[src/rtl/bam_pkg.sv]
// rtl/bam_pkg.sv - bam_ctrl opcodes, instruction field positions and FSM states
package bam_pkg;

  localparam int OP_W = 3;

  localparam logic [OP_W-1:0] OP_NOP   = 3'b000;
  localparam logic [OP_W-1:0] OP_LDI   = 3'b001;
  localparam logic [OP_W-1:0] OP_ALUST = 3'b010;
  localparam logic [OP_W-1:0] OP_BEQZ  = 3'b011;

  // Least significant bit of each instruction field.
  localparam int OP_LSB     = 29;
  localparam int FUNC_LSB   = 26;
  localparam int RS_LSB     = 21;
  localparam int RT_LSB     = 16;
  localparam int RAMDIR_LSB = 11;
  localparam int IMM_LSB    = 0;

  typedef enum logic [1:0] {IDLE, DECODE, EXEC, DONE} state_e;

endpackage

[src/rtl/bam_ctrl_dec.sv]
// rtl/bam_ctrl_dec.sv - combinational opcode to strobe/flag decode
module bam_ctrl_dec
  import bam_pkg::*;
(
  input  logic [OP_W-1:0] op,
  output logic            reg_write,
  output logic            ram_write,
  output logic            is_beqz,
  output logic            is_illegal
);

  always_comb begin
    reg_write  = 1'b0;
    ram_write  = 1'b0;
    is_beqz    = 1'b0;
    is_illegal = 1'b0;
    case (op)
      OP_NOP:   ;
      OP_LDI:   reg_write  = 1'b1;
      OP_ALUST: ram_write  = 1'b1;
      OP_BEQZ:  is_beqz    = 1'b1;
      default:  is_illegal = 1'b1;
    endcase
  end

endmodule

[src/rtl/bam_ctrl.sv]
// rtl/bam_ctrl.sv - bam datapath sequencer: IDLE->DECODE->EXEC->DONE per instruction
// Optional BAM_CTRL_PERF_EN adds retired/taken-branch counters.
module bam_ctrl
  import bam_pkg::*;
#(
  parameter int DATA_W = 32,
  parameter int ADDR_W = 5,
  parameter int SEL_W  = 3,
  parameter int IMM_W  = 16
) (
  input  logic              clk,
  input  logic              rst_n,
  input  logic              instr_valid,
  output logic              instr_ready,
  input  logic [31:0]       instr,
  input  logic              bamZf,
  output logic [ADDR_W-1:0] bamRA1,
  output logic [ADDR_W-1:0] bamRA2,
  output logic [SEL_W-1:0]  bamSel,
  output logic [ADDR_W-1:0] bamDir,
  output logic              bamwr,
  output logic [ADDR_W-1:0] bamDirB,
  output logic [DATA_W-1:0] bamDi,
  output logic              bamRegWrite,
  output logic              done,
  output logic              illegal,
  output logic              br_taken,
`ifdef BAM_CTRL_PERF_EN
  output logic [31:0]       perf_retired,
  output logic [31:0]       perf_taken,
`endif
  output logic [IMM_W-1:0]  br_offset
);

  state_e      state_q, state_d;
  logic [31:0] instr_q, instr_d;
  logic        zf_q, zf_d;

  logic [OP_W-1:0]   op;
  logic [ADDR_W-1:0] rs, rt, ramdir;
  logic [SEL_W-1:0]  func;
  logic [IMM_W-1:0]  imm;
  logic dec_reg_write, dec_ram_write, dec_beqz, dec_illegal;
  logic in_read, in_exec, in_done;

  assign op     = instr_q[OP_LSB +: OP_W];
  assign func   = instr_q[FUNC_LSB +: SEL_W];
  assign rs     = instr_q[RS_LSB +: ADDR_W];
  assign rt     = instr_q[RT_LSB +: ADDR_W];
  assign ramdir = instr_q[RAMDIR_LSB +: ADDR_W];
  assign imm    = instr_q[IMM_LSB +: IMM_W];

  bam_ctrl_dec u_dec (
    .op         (op),
    .reg_write  (dec_reg_write),
    .ram_write  (dec_ram_write),
    .is_beqz    (dec_beqz),
    .is_illegal (dec_illegal)
  );

  always_ff @(posedge clk or negedge rst_n) begin
    if (!rst_n) begin
      state_q <= IDLE;
      instr_q <= '0;
      zf_q    <= 1'b0;
    end else begin
      state_q <= state_d;
      instr_q <= instr_d;
      zf_q    <= zf_d;
    end
  end

  always_comb begin
    state_d = state_q;
    instr_d = instr_q;
    zf_d    = zf_q;
    case (state_q)
      IDLE: begin
        if (instr_valid) begin
          instr_d = instr;
          state_d = DECODE;
        end
      end
      DECODE: state_d = EXEC;
      EXEC: begin
        // The zero flag only matters at the end of a BEQZ execute cycle.
        if (dec_beqz) zf_d = bamZf;
        state_d = DONE;
      end
      default: state_d = IDLE;
    endcase
  end

  assign in_read = (state_q == DECODE) || (state_q == EXEC);
  assign in_exec = (state_q == EXEC);
  assign in_done = (state_q == DONE);

  assign instr_ready = (state_q == IDLE);
  assign bamRA1      = in_read ? rs   : '0;
  assign bamRA2      = in_read ? rt   : '0;
  assign bamSel      = in_read ? func : '0;
  assign bamwr       = in_exec & dec_ram_write;
  assign bamDir      = bamwr ? ramdir : '0;
  assign bamRegWrite = in_exec & dec_reg_write;
  assign bamDirB     = bamRegWrite ? rs : '0;
  assign bamDi       = bamRegWrite ? {{(DATA_W-IMM_W){imm[IMM_W-1]}}, imm} : '0;
  assign done        = in_done;
  assign illegal     = in_done & dec_illegal;
  assign br_taken    = in_done & dec_beqz & zf_q;
  assign br_offset   = (in_done & dec_beqz) ? imm : '0;

`ifdef BAM_CTRL_PERF_EN
  logic [31:0] perf_retired_q, perf_retired_d;
  logic [31:0] perf_taken_q, perf_taken_d;

  always_ff @(posedge clk or negedge rst_n) begin
    if (!rst_n) begin
      perf_retired_q <= '0;
      perf_taken_q   <= '0;
    end else begin
      perf_retired_q <= perf_retired_d;
      perf_taken_q   <= perf_taken_d;
    end
  end

  always_comb begin
    perf_retired_d = perf_retired_q;
    perf_taken_d   = perf_taken_q;
    if (done)     perf_retired_d = perf_retired_q + 32'd1;
    if (br_taken) perf_taken_d   = perf_taken_q + 32'd1;
  end

  assign perf_retired = perf_retired_q;
  assign perf_taken   = perf_taken_q;
`endif

endmodule
[config.mk]
export PLATFORM = sky130hd
export DESIGN_NAME = bam_ctrl
export DESIGN_NICKNAME = d
export VERILOG_FILES = /design/src/rtl/bam_pkg.sv /design/src/rtl/bam_ctrl_dec.sv /design/src/rtl/bam_ctrl.sv
export SDC_FILE = /design/constraint.sdc
export NUM_CORES = 1
export LEC_CHECK = 0
export ABC_AREA = 1
export CORE_MARGIN = 3
export CORE_UTILIZATION = 30
export CTS_CLUSTER_SIZE = 8
export DETAILED_ROUTE_END_ITERATION = 8
export MAX_ROUTING_LAYER = met4
export PLACE_DENSITY = 0.72
export SLEW_MARGIN = 20
export SYNTH_ARGS = -nofsm -noshare
export SYNTH_HDL_FRONTEND = slang
export SYNTH_HIERARCHICAL = 1
export SYNTH_SLANG_ARGS = --single-unit
[constraint.sdc]
create_clock -name clk -period 2.8 [get_ports clk]
set_input_delay 0.56 -clock clk [delete_from_list [all_inputs] [get_ports clk]]
set_output_delay 0.56 -clock clk [all_outputs]
set_load 0.05 [all_outputs]
# == Yosys cells after proc, flatten, opt, wreduce, memory -nomap -nowiden ==
# Cells that the tools add are included.
# totals
ff_bits,35
input_bits,36
out_inout_bits,77
# op_classes
n_eq_ne,7
mux,13
bitwise_logic,5
reduce_logical,6
# ops
cell,n
two-way mux 32 bit,1
two-way mux 5 bit,4
two-way mux 16 bit,1
== test 3 x 2 -> 1 bit (second input constant),2
case mux 2 bit (3 select lines),1
AND 1 bit,5
== test 2 bit (second input constant),2
two-way mux 1 bit,4
AND reduction 2 bit,2
OR reduction 4 bit,1
== test 3 x 1 -> 1 bit (second input constant),1
zero test 3 bit,1
two-way mux 3 bit,1
== test 2 x 1 -> 1 bit (second input constant),1
zero test 2 bit,1
two-way mux 2 bit,1
!= test 2 bit (second input constant),1
logical OR 1 bit,1

# == Logic depth before layout (Yosys ltp) ==
# Gate-level depths: netlist of run 1.
# depth
word_depth,4
mapped_depth,7

# == Hierarchy ==
# The synthesis of run 1 kept the hierarchy.
# by_module_without_submodules
module,instances,cells_each,area_per_inst_um2,seq_area_each_um2
bam_ctrl,1,285,2074.5,875.8
bam_ctrl_dec,1,8,30.0,0.0

# == Least setup slack after synthesis of run 1 ==
# Ideal clock, no wire load.
# synth_timing
path_type,register to output
from,register state_q[0]
to,output port bamDi[16]
t_arrival_ns,2.266
required_ns,2.240
slack_ns,-0.026
stages_incl_launch_ff,6
n_path_buf,1
cell_sequence,dfrtp_1 inv_1 ha_1 nand2_1 nor2_1 buf_4
# synth_via
elab_chain_len,3
# synth_lines
element,line,rtl
from (decl),bam_ctrl.sv:35,"state_e state_q, state_d;"
from (signal assigned),bam_ctrl.sv:67,state_q <= state_d;
== test 2 bit,bam_ctrl.sv:95,assign in_exec = (state_q == EXEC);
AND 1 bit,bam_ctrl.sv:104,assign bamRegWrite = in_exec & dec_reg_write;
two-way mux 32 bit,bam_ctrl.sv:106,"assign bamDi = bamRegWrite ? {{(DATA_W-IMM_W){imm[IMM_W-1]}}, imm} : '0;"
to (decl),bam_ctrl.sv:23,"output logic [DATA_W-1:0] bamDi,"
# Every way passes these cells.

# == Worst setup path after layout of run 1 ==
# layout_timing
from,register state_q[0]
to,output port bamwr
# layout_via
elab_chain_len,2
# layout_lines
element,line,rtl
== test 2 bit,bam_ctrl.sv:95,
AND 1 bit,bam_ctrl.sv:102,assign bamwr = in_exec & dec_ram_write;
to (decl),bam_ctrl.sv:21,"output logic bamwr,"
# Every way passes these cells.

==> results of run 1 <==
## logic make-up after synthesis
kind of cell             after synthesis  synth area share
adder cells (fa/ha/maj)                5           0.02973
buffers and inverters                 76            0.2051
flip-flops                            35            0.4162
AND/OR/NAND/NOR                      177            0.3490
## area by class of cell
class	count	area share
repair buffers	118	0.4319
inverters	44	0.04553
clock buffers	7	0.02656
well taps	93	0.03208
multi-input cells	182	0.2204
clock inverters	1	0.002070
flip-flops and latches	35	0.2415
## worst max-delay path, stage by stage, from the launching register on
cell and delay (ps):
dfrtp_1 400, inv_1 130, ha_1 250, nand2_1 70, inv_1 50, clkdlybuf4s50_1 790
## flip-flops by register name, indices dropped and copies added, names as in the netlist
| signal | count |
|---|---|
| instr_q | 32 |
| zf_q | 1 |
| state_q | 2 |
## worst max path at each step
stage                                        from            end  slack, ps
after floorplan            state_q[1]$_DFFE_PN0P_  br_offset[10]        320
after global placement    instr_q[29]$_DFFE_PN0P_  br_offset[15]        370
after detailed placement  instr_q[29]$_DFFE_PN0P_   br_offset[6]        330
after CTS                 instr_q[29]$_DFFE_PN0P_   br_offset[6]         10
after global routing       state_q[0]$_DFFE_PN0P_       bamDi[7]        110
final                      state_q[0]$_DFFE_PN0P_          bamwr        260
## Yosys cell counts
| master | count | area share |
|---|---|---|
| ha_1 | 5 | 0.030 |
| clkbuf_1 | 1 | 0.0018 |
| nor2_1 | 46 | 0.082 |
| buf_2 | 3 | 0.0071 |
| nand3_1 | 35 | 0.083 |
| nand2_2 | 4 | 0.012 |
| buf_4 | 18 | 0.064 |
| dfrtp_1 | 35 | 0.42 |
| nand2_1 | 91 | 0.16 |
| inv_2 | 1 | 0.0018 |
| buf_6 | 10 | 0.054 |
| nand2_8 | 1 | 0.0095 |
| inv_1 | 43 | 0.077 |
## stage by stage
stage	instances	hold slack [ps]	instance area, um2	power [mW]	util
final	480	352.0	3627	3.371	0.5523
after CTS	480	379.3	3572	3.420	0.5439
after floorplan	293	264.4	2107	2.378	-
after global placement	472	454.7	3468	2.953	0.5281
after detailed placement	472	458.0	3468	3.000	0.5281
after global routing	480	419.7	3627	3.649	0.5523
## cells in the final DEF (no fill, tap or decap), types with 4 or more instances in the layout
cell type	count
buf_12	38
buf_4	18
dfrtp_1	35
clkbuf_8	7
nand3_1	35
nand2_1	91
inv_1	43
nand2_2	4
dlymetal6s2s_1	22
clkdlybuf4s50_1	39
ha_1	5
nor2_1	45
## where the power goes
group	leakage [nW]	switching (mW)	internal, mW
clock	0.0505	0.179	0.224
sequential	0.434	0.156	0.747
combinational	1.74	1.39	0.677
total	2.22	1.72	1.65
## routing by layer
metal  up-vias  part of all wire  track usage
li1       1029                 -            -
met1       930              0.44       0.1807
met4         0             0.012      0.03065
met3         8             0.056      0.03005
met2        81              0.49       0.2751
met5         -                 0            -
==> summary.md, run 1 <==
| Metric | Value |
|---|---|
| Status | `finished, final reports clean` |
| # hold bufs at CTS | `0` |
| Avg Cell Area, Syn | `7.183 um2` |
| First-pass GRT wire length | `9936 um` |
| Vias | `2,048` |
| Setup slack, reg-to-reg | `1130 ps` |
| Final ANT Viol Nets | `0` |
| Unrepaired setup endpoints after global routing | `no` |
| Vias/cell | `4.267` |
| Vias in the first global route | `2,079` |
| Yosys cell types | `13` |
| Drt first-iter violations | `85` |
| Leakage power | `2.225 nW` |
| Largest net degree at the start of global routing | `36` |
| Share of cells above drive strength 1 | `0.1860` |
| H-tree Lvls | `2` |
| Post-DR wirelength/cell | `12.35 um` |
| Clk sink count | `35` |
| Initial antenna violation count | `0` |
| CORE AREA | `6568 um2` |
| FF+latch area | `875.8 um2` |
| Number of diodes | `0` |
| Max cap viols | `0` |
| Synth warn | `6` |
| Multi-input logic area | `799.5 um2` |
| Syn-to-layout area delta | `72.35%` |
| Setup repair bufs after CTS | `0` |
| Setup ws final | `259.0 ps` |
| Post-synthesis sequential area ratio | `0.4162` |
| Die Width | `89.76 um` |
| GP Congestion | `0.8199` |
| Post_cts resized | `0` |
| Mapped Area | `2105 um2` |
| I/O Buffers | `112` |
| Dpl ws | `334.3 ps` |
| Fin. Hold Viols | `0` |
| Overall routed net length | `5927 um` |
| Cts bufs inserted | `5` |
| CTS tree | `yes` |
| Pre-antenna DRT Iters | `4` |
| Clk slew on worst S/H paths | `70 ps` |
| Fin crit period | `2541 ps` |
| Element type at the critical path start | `register` |
| Reg2Reg Depth | `6` |
| Actual slew at the worst max-slew pin | `779.3 ps` |
| Element type at the critical path end | `output port` |
| Die area | `8056 um2` |
| Final net count | `427` |
| Die height | `89.76 um` |
| Final setup TNS | `0 ps` |
| FF+latch count, synth | `35` |
| Worst skew pair latency | `280 ps` |
| Pwr dens | `929.5 nW/um2` |
| Fillers | `612` |
| Setup violators final | `0` |
| Clock Tree Buf Depth | `2` |
| CP Class | `register to output port` |
| Worst Skew | `2.398 ps` |
| Final period utilization | `0.9075` |
| Critical R2R Capture | `state_q[0]$_DFFE_PN0P_` |
| Fmax | `0.3935 GHz` |
| Crit path max fanout | `4` |
| DRC Markers | `0` |
| R2R Path Start | `state_q[0]$_DFFE_PN0P_` |
| Row cnt | `29` |
| Hpwl dp | `4559 um` |
| Remaining global-route overflow | `0` |
| Clock Root Buffer | `clkbuf_8` |
| Global Route Usage Sum | `0.1538` |
| Max Slew Vio Count | `0` |
| Post-synth net total | `334` |
| Syn Inst Count | `293` |
| Num ports | `113` |
| Starting Density | `0.3204` |
| WP data arrival | `1980 ps` |
| Slew HR | `0.4805` |
| Worst hold path type | `input pin to async pin` |
| Critical Path RT | `2240 ps` |
| Max VDD drop | `633.7 uV` |
No activity file was read; power rests on OpenSTA's default activity.
==> run 2: changes to the inputs <==
--- a/config.mk
+++ b/config.mk
@@ -6,6 +6,7 @@
 export NUM_CORES = 1
 export LEC_CHECK = 0
 export ABC_AREA = 1
+export CAP_MARGIN = 0
 export CORE_MARGIN = 3
 export CORE_UTILIZATION = 30
 export CTS_CLUSTER_SIZE = 8
==> constraint.sdc (replaced) <==
create_clock -name clk -period 2.8 [get_ports clk]
set_input_delay 0.56 -clock clk [delete_from_list [all_inputs] [get_ports clk]]
set_output_delay 0.56 -clock clk [all_outputs]
set_load 0.005 [all_outputs]
==> summary.md, run 2 (synthesis results as in run 1) <==
| Metric | Value |
|---|---|
| Hpwl dp | `4253 um (-6.7%)` |
| Register with the most flip-flops | `instr_q` |
| Die height | `89.76 um (unchanged)` |
| Die area | `8056 um2 (unchanged)` |
| Vias/cell | `4.173 (-2.2%)` |
| Worst Skew | `3.872 ps (+1.473 ps)` |
| I/O Buffers | `112 (unchanged)` |
| Unrepaired setup endpoints after global routing | `no` |
| Setup slack, reg-to-reg | `950 ps (-180 ps)` |
| Pre-antenna DRT Iters | `4 (unchanged)` |
| CORE AREA | `6568 um2 (unchanged)` |
| Worst path top cell family by delay | `buffers and inverters` |
| Initial antenna violation count | `0 (unchanged)` |
| DRC Markers | `0 (unchanged)` |
| Critical R2R Capture | `instr_q[10]$_DFFE_PN0P_` |
| Row cnt | `29 (unchanged)` |
| Setup ws final | `130.8 ps (-128.1 ps)` |
| Final net count | `426 (-0.23%)` |
| Fin. Hold Viols | `0 (unchanged)` |
| CTS tree | `yes` |
| Clk sink count | `35 (unchanged)` |
| Cell at the slowest stage of the critical path | `clkdlybuf4s50_1` |
| Num ports | `113 (unchanged)` |
| Fmax | `0.3746 GHz (-4.8%)` |
| Reg2Reg Depth | `5 (-1)` |
| Leakage power | `1.602 nW (-28%)` |
| Slew HR | `0.4720 (-0.008487)` |
| Max Slew Vio Count | `0 (unchanged)` |
| Number of diodes | `0 (unchanged)` |
| # hold bufs at CTS | `0 (unchanged)` |
| Setup repair bufs after CTS | `0 (unchanged)` |
| First-pass GRT wire length | `9225 um (-7.2%)` |
| Vias | `1,999 (-2.4%)` |
| Element type at the critical path start | `register` |
| Largest net degree at the start of global routing | `36 (unchanged)` |
| Die Width | `89.76 um (unchanged)` |
| Commonest non-fill, non-tap cells in the layout | `111 x clkdlybuf4s50_1, 91 x nand2_1, 46 x nor2_1` |
| Actual slew at the worst max-slew pin | `792.0 ps (+12.73 ps)` |
| H-tree Lvls | `2 (unchanged)` |
| WP buf/inv | `3 (unchanged)` |
| CP max stage delay | `530 ps (-260 ps)` |
| Final setup TNS | `0 ps (unchanged)` |
| Total power | `2.562 mW (-24%)` |
| Setup violators final | `0 (unchanged)` |
| Overall routed net length | `5652 um (-4.6%)` |
| Element type at the critical path end | `output port` |
| Status | `finished, final reports clean` |
| Fin crit period | `2669 ps (+128.1 ps)` |
| Post-DR wirelength/cell | `11.80 um (-4.4%)` |
| Vias in the first global route | `1,917 (-7.8%)` |
| Max VDD drop | `399.9 uV (-37%)` |
| Starting Density | `0.3204 (unchanged)` |
| Clock Root Buffer | `clkbuf_8` |
| Post_cts resized | `0 (unchanged)` |
| CP Class | `register to output port` |
| Final ANT Viol Nets | `0 (unchanged)` |
| GP Congestion | `0.8343 (+1.8%)` |
| Most common cell after layout, fill and taps aside | `clkdlybuf4s50_1` |
| Remaining global-route overflow | `0 (unchanged)` |
| Drt first-iter violations | `75 (-12%)` |
| Core Util, Final | `0.4856 (-0.06668)` |
| Max cap viols | `0 (unchanged)` |
| Clock Tree Buf Depth | `2 (unchanged)` |
| Global Route Usage Sum | `0.1444 (-0.009435)` |
| Worst hold path type | `input pin to async pin` |
| Fillers | `660 (+7.8%)` |
| Syn-to-layout area delta | `51.55%` |
| Cts bufs inserted | `5 (unchanged)` |
| Crit-path cells | `inv_1 -> ha_1 -> nand2_1 -> nor2_1 -> buf_4 -> clkdlybuf4s50_1` |
| R2R Path Start | `state_q[0]$_DFFE_PN0P_` |
| Biggest regs | `instr_q (32), state_q (2), zf_q (1)` |
| Critical Path RT | `2240 ps (about the same)` |
| Share of cells above drive strength 1 | `0.04663 (-0.1394)` |
| Max reg flops | `32 (unchanged)` |
| Dpl ws | `424.2 ps (+89.97 ps)` |
| Pwr dens | `803.4 nW/um2 (-14%)` |
| Final period utilization | `0.9533 (+0.04576)` |
| Clk slew on worst S/H paths | `70 ps (about the same)` |
| WP data arrival | `2110 ps (+130 ps)` |
| Crit path max fanout | `17 (+13)` |
| Worst skew pair latency | `280 ps (about the same)` |
| FF+latch area | `875.8 um2 (unchanged)` |
| Multi-input logic area | `797.0 um2 (-0.31%)` |
-- run 2: changes by cell type in the layout (fill, tap and decap cells not counted), sizes merged --
cell           delta
clkinvlp          -1
dlymetal6s2s     -22
clkdlybuf4s50    +72
buf              -51
clkinv            +1
-- run 2: cell type report --
type,count,share of cell area
clock buffers,7,0.02393
clock inverters,1,0.001569
inverters,44,0.05178
multi-input cells,182,0.2499
flip-flops and latches,35,0.2746
well taps,93,0.03649
repair buffers,117,0.3617
-- run 2: through the flow --
| stage | area, um2 | hold slack (ps) | cells |
|---|---|---|---|
| 6_report | 3189 | 357.1 | 479 |
| 5_1_grt | 3189 | 431.7 | 479 |
| 4_1_cts | 3189 | 387.0 | 479 |
| 3_5_place_dp | 3108 | 458.9 | 471 |
| 3_3_place_gp | 3108 | 452.8 | 471 |
| 2_1_floorplan | 2105 | 264.4 | 293 |
-- run 2: per-layer routing --
metal  up-vias  part of all wire  track usage
met4         0             0.012      0.03576
met3         6             0.069      0.03923
met2        79              0.48       0.2563
met5         -                 0            -
li1       1029                 -            -
met1       885              0.44       0.1614
-- run 2: report_power, final --
group / leakage, nW / internal (mW) / total, mW / switching [mW]
registers: 0.434 / 0.747 / 0.903 / 0.156
logic: 1.13 / 0.617 / 1.31 / 0.691
clock network: 0.0422 / 0.175 / 0.352 / 0.178
total: 1.60 / 1.54 / 2.56 / 1.02
-- run 2: how the worst max path moves through the flow --
stage | from | end | slack (ps) | cells after the start
4_1_cts | state_q[0]$_DFFE_PN0P_ | bamDi[23] | 110 | 6
6_report | state_q[0]$_DFFE_PN0P_ | bamDi[23] | 130 | 6
5_1_grt | state_q[0]$_DFFE_PN0P_ | bamDi[19] | 4 | 6
3_5_place_dp | state_q[0]$_DFFE_PN0P_ | bamDi[23] | 420 | 6
2_1_floorplan | state_q[0]$_DFFE_PN0P_ | bamDi[16] | 670 | 5
3_3_place_gp | state_q[0]$_DFFE_PN0P_ | bamDi[18] | 500 | 6
